--- config.mk ---
export PLATFORM = sky130hd
export DESIGN_NAME = wave_capture_flat
export DESIGN_NICKNAME = d
export VERILOG_FILES = /design/src/rtl/wave_capture_if.sv /design/src/rtl/wave_capture.sv /design/src/flat_wrapper.sv
export SDC_FILE = /design/constraint.sdc
export NUM_CORES = 1
export LEC_CHECK = 0
export ABC_AREA = 1
export CELL_PAD_IN_SITES_DETAIL_PLACEMENT = 2
export CELL_PAD_IN_SITES_GLOBAL_PLACEMENT = 2
export CORE_MARGIN = 2
export CORE_UTILIZATION = 22
export DETAILED_ROUTE_END_ITERATION = 10
export PLACE_DENSITY_LB_ADDON = 0.1
export SLEW_MARGIN = 25
export SYNTH_ARGS = -nofsm -noshare
export SYNTH_HDL_FRONTEND = slang
export SYNTH_SLANG_ARGS = --single-unit
--- constraint.sdc ---
create_clock -name clk -period 1.08 [get_ports clk]
set_input_delay 0.27 -clock clk [delete_from_list [all_inputs] [get_ports clk]]
set_output_delay 0.27 -clock clk [all_outputs]
set_load 0.03 [all_outputs]
--- src/rtl/wave_capture_if.sv ---
// Sample-stream / RAM-write bundle between the audio path, wave_capture and the RAM.
// Inputs to the capture block: new_sample_ready, new_sample_in, wave_display_idle.
// Outputs from the capture block: write_address, write_enable, write_sample, read_index.
interface wave_capture_if #(
  parameter int ADDR_BITS = 8
);
  logic                 new_sample_ready;
  logic [15:0]          new_sample_in;
  logic                 wave_display_idle;
  logic [ADDR_BITS:0]   write_address;
  logic                 write_enable;
  logic [7:0]           write_sample;
  logic                 read_index;

  // Driver side: produces samples and the display idle flag, observes the RAM port.
  modport master (
    output new_sample_ready, new_sample_in, wave_display_idle,
    input  write_address, write_enable, write_sample, read_index
  );

  // Capture block side.
  modport slave (
    input  new_sample_ready, new_sample_in, wave_display_idle,
    output write_address, write_enable, write_sample, read_index
  );
endinterface

--- src/rtl/wave_capture.sv ---
// Writer side of the double-buffered waveform RAM: triggers on a rising zero crossing,
// captures 2^ADDR_BITS samples into the half not displayed, then flips read_index once
// the display is idle. Latency: one cycle from strobe to write. No backpressure; every strobe is consumed.
// Ports: clk, reset (sync, active-high); bus.slave carries the sample strobe/data,
// the display idle flag, and the registered RAM write port plus read_index.
module wave_capture #(
  parameter int ADDR_BITS = 8
) (
  input  logic            clk,
  input  logic            reset,
  wave_capture_if.slave   bus
);

  localparam logic [1:0] ARMED  = 2'd0;
  localparam logic [1:0] ACTIVE = 2'd1;
  localparam logic [1:0] WAIT   = 2'd2;

  logic [1:0]           state;
  logic [ADDR_BITS-1:0] offset;
  logic [15:0]          prev_sample;
  logic                 read_index;
  logic                 write_enable;
  logic [ADDR_BITS:0]   write_address;
  logic [7:0]           write_sample;

  logic       crossing;
  logic [7:0] sample_u8;

  // Rising zero crossing: previous sample negative, current one non-negative.
  assign crossing  = prev_sample[15] & ~bus.new_sample_in[15];
  // Flipping the sign bit turns the signed top byte into an offset-binary byte.
  assign sample_u8 = {~bus.new_sample_in[15], bus.new_sample_in[14:8]};

  always_ff @(posedge clk) begin
    if (reset) begin
      state         <= ARMED;
      offset        <= '0;
      prev_sample   <= 16'h0000;
      read_index    <= 1'b0;
      write_enable  <= 1'b0;
      write_address <= '0;
      write_sample  <= 8'h00;
    end else begin
      write_enable <= 1'b0;
      if (bus.new_sample_ready) begin
        prev_sample <= bus.new_sample_in;
      end

      case (state)
        ARMED: begin
          if (bus.new_sample_ready && crossing) begin
            write_enable  <= 1'b1;
            write_address <= {~read_index, {ADDR_BITS{1'b0}}};
            write_sample  <= sample_u8;
            offset        <= {{(ADDR_BITS-1){1'b0}}, 1'b1};
            state         <= ACTIVE;
          end
        end
        ACTIVE: begin
          if (bus.new_sample_ready) begin
            write_enable  <= 1'b1;
            write_address <= {~read_index, offset};
            write_sample  <= sample_u8;
            // Offset wraps to 0 naturally after the last slot.
            offset        <= offset + 1'b1;
            if (offset == {ADDR_BITS{1'b1}}) begin
              state <= WAIT;
            end
          end
        end
        WAIT: begin
          // The half just filled becomes visible only while the display is not reading.
          if (bus.wave_display_idle) begin
            read_index <= ~read_index;
            state      <= ARMED;
          end
        end
        default: state <= ARMED;
      endcase
    end
  end

  assign bus.write_enable  = write_enable;
  assign bus.write_address = write_address;
  assign bus.write_sample  = write_sample;
  assign bus.read_index    = read_index;

endmodule

--- src/flat_wrapper.sv ---
// flat-port wrapper written by rule: the top's interface ports become plain ports
module wave_capture_flat 
#(
  parameter int ADDR_BITS = 8
)
  (clk, reset, bus_new_sample_ready, bus_new_sample_in, bus_wave_display_idle, bus_write_address, bus_write_enable, bus_write_sample, bus_read_index);
  wave_capture_if #(.ADDR_BITS(ADDR_BITS)) bus_i ();
  input  logic clk;
  input  logic reset;
  input wire logic [$bits(bus_i.new_sample_ready)-1:0] bus_new_sample_ready;
  input wire logic [$bits(bus_i.new_sample_in)-1:0] bus_new_sample_in;
  input wire logic [$bits(bus_i.wave_display_idle)-1:0] bus_wave_display_idle;
  output wire logic [$bits(bus_i.write_address)-1:0] bus_write_address;
  output wire logic [$bits(bus_i.write_enable)-1:0] bus_write_enable;
  output wire logic [$bits(bus_i.write_sample)-1:0] bus_write_sample;
  output wire logic [$bits(bus_i.read_index)-1:0] bus_read_index;
  assign bus_i.new_sample_ready = bus_new_sample_ready;
  assign bus_i.new_sample_in = bus_new_sample_in;
  assign bus_i.wave_display_idle = bus_wave_display_idle;
  assign bus_write_address = bus_i.write_address;
  assign bus_write_enable = bus_i.write_enable;
  assign bus_write_sample = bus_i.write_sample;
  assign bus_read_index = bus_i.read_index;
  wave_capture #(.ADDR_BITS(ADDR_BITS)) u_core (.clk(clk), .reset(reset), .bus(bus_i));
endmodule
# == Yosys cells after proc, flatten, opt, wreduce, memory -nomap -nowiden ==
# Cells that the tools add are included.
# Widths: inputs -> output; s select.
# word_totals
output_inout_bits,19
in_bits,20
memories,0
romBits,0
word_cells,41
ramBits,0
latch_bits,0
regBits,45
# classes
eq_ne,7
addsub,1
magnitude_cmp,0
bitwise,3
n_mux,17
reduce_logical,6
n_mul,0
n_shift,0
n_div,0
# ops
cell,count
$mux 8,4
$pmux 8 s2,2
$mux 9,2
$pmux 9 s2,1
$add 8x1->8 const B,1
$eq 8x8->1 const B,1
$mux 2,4
$pmux 2 s3,1
$ne 2x1->1 const B,2
$ne 2x2->1 const B,2
$reduce_and 4->1,1
$reduce_and 3->1,1
$eq 2x1->1 const B,1
$eq 2x2->1 const B,1
$logic_not 2->1,1
$mux 1,2
$not 1->1,2
$pmux 1 s2,1
$reduce_and 2->1,1
$reduce_bool 2->1,1
$and 1x1->1,1
$logic_and 1x1->1,1

# == Longest topological paths before layout ==
# logic_depth
word_depth,5
depth_mapped,9

# == Least setup slack after synthesis ==
# No wires, ideal clock.
# synth_path
path_type,flip-flop to flip-flop
from,register u_core.offset[0]
to,register u_core.offset[6]
required_time_ns,0.966
setup_time_ns,0.114
t_arrival_ns,1.037
setup_slack_ns,-0.071
path_stages_with_launch,7
cell_sequence,dfxtp_1 ha_1 nand3_1 nor3_1 nand2_1 a21oi_1 nor2_1
# synth_between
elab_chain_len,3
# synth_lines
element,line,rtl
"start, declared",wave_capture.sv:19,logic [ADDR_BITS-1:0] offset;
"start signal, assigned",wave_capture.sv:55,"offset <= {{(ADDR_BITS-1){1'b0}}, 1'b1};"
"start signal, assigned",wave_capture.sv:65,offset <= offset + 1'b1;
$add 8x1->8,wave_capture.sv:65,
$mux 8,wave_capture.sv:60,if (bus.new_sample_ready) begin
$pmux 8 s2,wave_capture.sv:49,case (state)
# No other way between the ends. The select of a mux whose other input is x is not followed.
# A chain may end at the register's enable or synchronous reset.

# == Worst setup path after layout ==
# Same ends and word-level chain as after synthesis.

==> summary.txt <==
Drt
  • Routed length per instance: around 15 µm
  • Starting DRT DRC Count: 25
  • Vias per std cell: 4.46
  • DRC viols: 0
  • DRT Pass-1 Iters: 3
  • Detail Route Antenna Nets: 0
  • Top layer in use: met4
  • Met3 WL post-DR: around 150 µm
  • Via count: roughly 1.3k
  • Final WL: ~4600 µm
  • Routed wl met2: 2380 µm
  • Met1 Wirelength: around 2000 µm

Global route
  • Pin count of the biggest net entering global routing: 11
  • Vias in the first global route: 1433
  • Total GRT Usage: between 15 and 20%
  • GR Overflow Total: 0
  • Global-route wire length before repair: between 7000 and 8000 µm
  • Initial antenna violation count: 0

STA
  • Headroom to the max-slew limit: between 80 and 90%
  • Final Setup Violations: 20
  • Actual slew at the worst max-slew pin: between 200 and 250 ps
  • Final TNS setup: -810 ps
  • Skew final: between 6 and 7 ps
  • Final Hold Viols: 0
  • Period utilization: 108%
  • Fmax: roughly 860 MHz
  • Hold slack final: roughly 400 ps
  • RSZ-0062 raised after global routing: true
  • Post-route setup slack: -89.4 ps
  • Fin. max-slew vios: 0
  • Min Clock Period, post-route: roughly 1200 ps

Layout
  • Post-layout util: 41.7%
  • Final-stage net count: ~250
  • # diodes: 0
  • Most frequent cells in the layout: buf_4 (26), nor2_1 (25), nand2_1 (22)
  • Ratio of cells with drive above 1 in the final layout: ~57%
  • Commonest non-fill, non-tap cell in the layout: buf_4
  • P&R area growth vs syn: 82.2%
  • # fillers: 601

CTS
  • TritonCTS clock tree: built
  • Num Clock Sinks: 30
  • H-tree depth: 2
  • Worst-Skew Late Latency: between 200 and 300 ps
  • Clock tree buffer depth: 2
  • Number of buffers created by CTS: 5
  • Clock Tree Root: clkbuf_8
  • Cts hold-fix bufs: 0
  • Clock-pin slew on the worst setup and hold paths: around 70 ps

Worst setup path
  • Critical path class: register to register
  • Crit path from: u_core.offset[0]$_SDFFE_PP0P_
  • Worst reg2reg path startpoint: u_core.offset[0]$_SDFFE_PP0P_
  • R2r setup slk: -90 ps
  • CP endpoint kind: register
  • Max incr delay on CP: approximately 350 ps
  • Worst r2r dst: u_core.offset[6]$_SDFFE_PP0P_
  • CP cell instances: ha_4 > nand3_4 > nor3_4 > nand2_1 > a21oi_2 > nor2_1
  • Buf/Inv on CP: 0
  • Worst Path Required: 1260 ps
  • Critical path depth: 6
  • CP arrival: ~1400 ps
  • Worst r2r path cells: 6
  • Critical Path Slowest Stage Cell: dfxtp_2
  • Critical Path Source Type: register
  • Critical path endpoint: u_core.offset[6]$_SDFFE_PP0P_
  • Family with the most delay on the worst path: simple AND/OR/NAND/NOR gates
  • Crit path max fanout: 3

Synth
  • FF+latch count, synth: 30
  • Mapped Cells: approximately 170
  • Synthesized Nets: 188
  • Post-synth cell types: 23
  • Avg Synthesized Cell Area: approximately 7.6 µm²
  • Seq/Total Area, Yosys: around 48%
  • Yosys warns: 0
  • Netlist Area Pre-Place: between 0.001 and 0.0015 mm²

Run
  • Max Cap Viol: 0

Power and ir drop
  • PnR Total Power: about 2.8 mW
  • Leakage power: between 0.9 and 1 nW
  • Peak supply drop: 0.000526 V
  • PwrDens: ~1200 mW/mm²

Placement
  • DPL Wire Length: ~3200 µm
  • Input/output buffers: 30
  • Routability cong.: 0.815

Hold path
  • Hold crit path type: input pin to register
  • Worst hold path startpoint: bus_new_sample_in[15]
  • Worst hold stages: 3

Floorplanning
  • # IOs: 39
  • Die W: around 80 µm
  • CORE AREA: between 0.005 and 0.006 mm²
  • Die area: between 0.006 and 0.007 mm²
  • Num rows: 27
  • Die height: approximately 80 µm
  • Initial core utilization: a little under a quarter

Outcome
  • Failing checks: setup timing
  • Status: complete, but fails checks
through the flow:
| stage | instances | cell area (µm²) | setup slack (ps) |
|---|---|---|---|
| 3_3_place_gp | 287 | 1790 | -592 |
| 6_report | 299 | 2300 | -89.4 |
| 3_5_place_dp | 287 | 1790 | -670 |
| 4_1_cts | 297 | 2080 | -84.0 |
| 2_1_floorplan | 167 | 1290 | -7.82 |
| 5_1_grt | 299 | 2300 | -183 |
cell families after synthesis:
group	synth area share [%]
AND/OR/NAND/NOR	27.4
flip-flops	47.6
adder cells (fa/ha/maj)	0.992
AO/OA/AOI/OAI	12.1
XOR/XNOR	2.78
buffers and inverters	9.13
Yosys cell counts, drive strengths merged:
cell type | count | area, µm²
a211oi | 1 | 7.51
a22oi | 2 | 15.0
xor2 | 3 | 26.3
o21ai | 16 | 80.1
nand2 | 30 | 118
nand4 | 1 | 6.26
nand3 | 13 | 65.1
buf | 7 | 62.6
nor2 | 33 | 129
ha | 1 | 12.5
inv | 14 | 52.6
xnor2 | 1 | 8.76
nor3 | 4 | 20.0
a21oi | 10 | 50.1
nand3b | 1 | 7.51
dfxtp | 30 | 601
worst min-delay path by stage:
stage                                               end  slack [ps]
2_1_floorplan   u_core.bus.write_sample[7]$_SDFFE_PP0P_         360
3_3_place_gp   u_core.bus.write_address[3]$_SDFFE_PP0P_         460
3_5_place_dp   u_core.bus.write_address[3]$_SDFFE_PP0P_         470
4_1_cts         u_core.bus.write_sample[7]$_SDFFE_PP0P_         420
5_1_grt         u_core.bus.write_sample[7]$_SDFFE_PP0P_         420
6_report        u_core.bus.write_sample[7]$_SDFFE_PP0P_         400
tightest hold or removal path, cell delays in order:
cell,delay (ps)
dlygate4sd2_1,220
buf_4,110
a21oi_2,40
layout make-up:
type	count	area (µm²)	area share, %
clock buffer	7	76.3	3.32
clock inverter	1	30.0	1.31
inverter	14	65.1	2.83
multi-input combinational	116	821	35.7
sequential	30	636	27.7
tap	72	90.1	3.92
timing repair buffer	57	558	24.3
timing repair inverter	2	22.5	0.980
what timing repair did:
item,4_1_cts,5_1_grt
resized for setup,59,63
setup endpoints to repair,32,38
buffers inserted,0,2
pin swaps,11,9
cloned,2,0
metal layers:
| metal | global-route usage, % | vias up |
|---|---|---|
| met5 | 0 | - |
| met4 | 4.66 | 0 |
| met3 | 3.96 | 5 |
| met2 | 25.9 | 20 |
| met1 | 19.1 | 654 |
| li1 | - | 656 |
flip-flops by register name (all words and copies together) (netlist names):
signal	count
u_core.offset	8
u_core.state	2
u_core.bus.write_enable	1
u_core.bus.write_address	9
u_core.bus.write_sample	8
u_core.bus.read_index	1
u_core.prev_sample	1
where the power goes:
part	switching [mW]	internal [mW]	total (mW)
logic	0.281	0.220	0.501
clock network	0.431	0.690	1.12
registers	0.0336	1.14	1.18
Power figures use the tool's default switching activity.
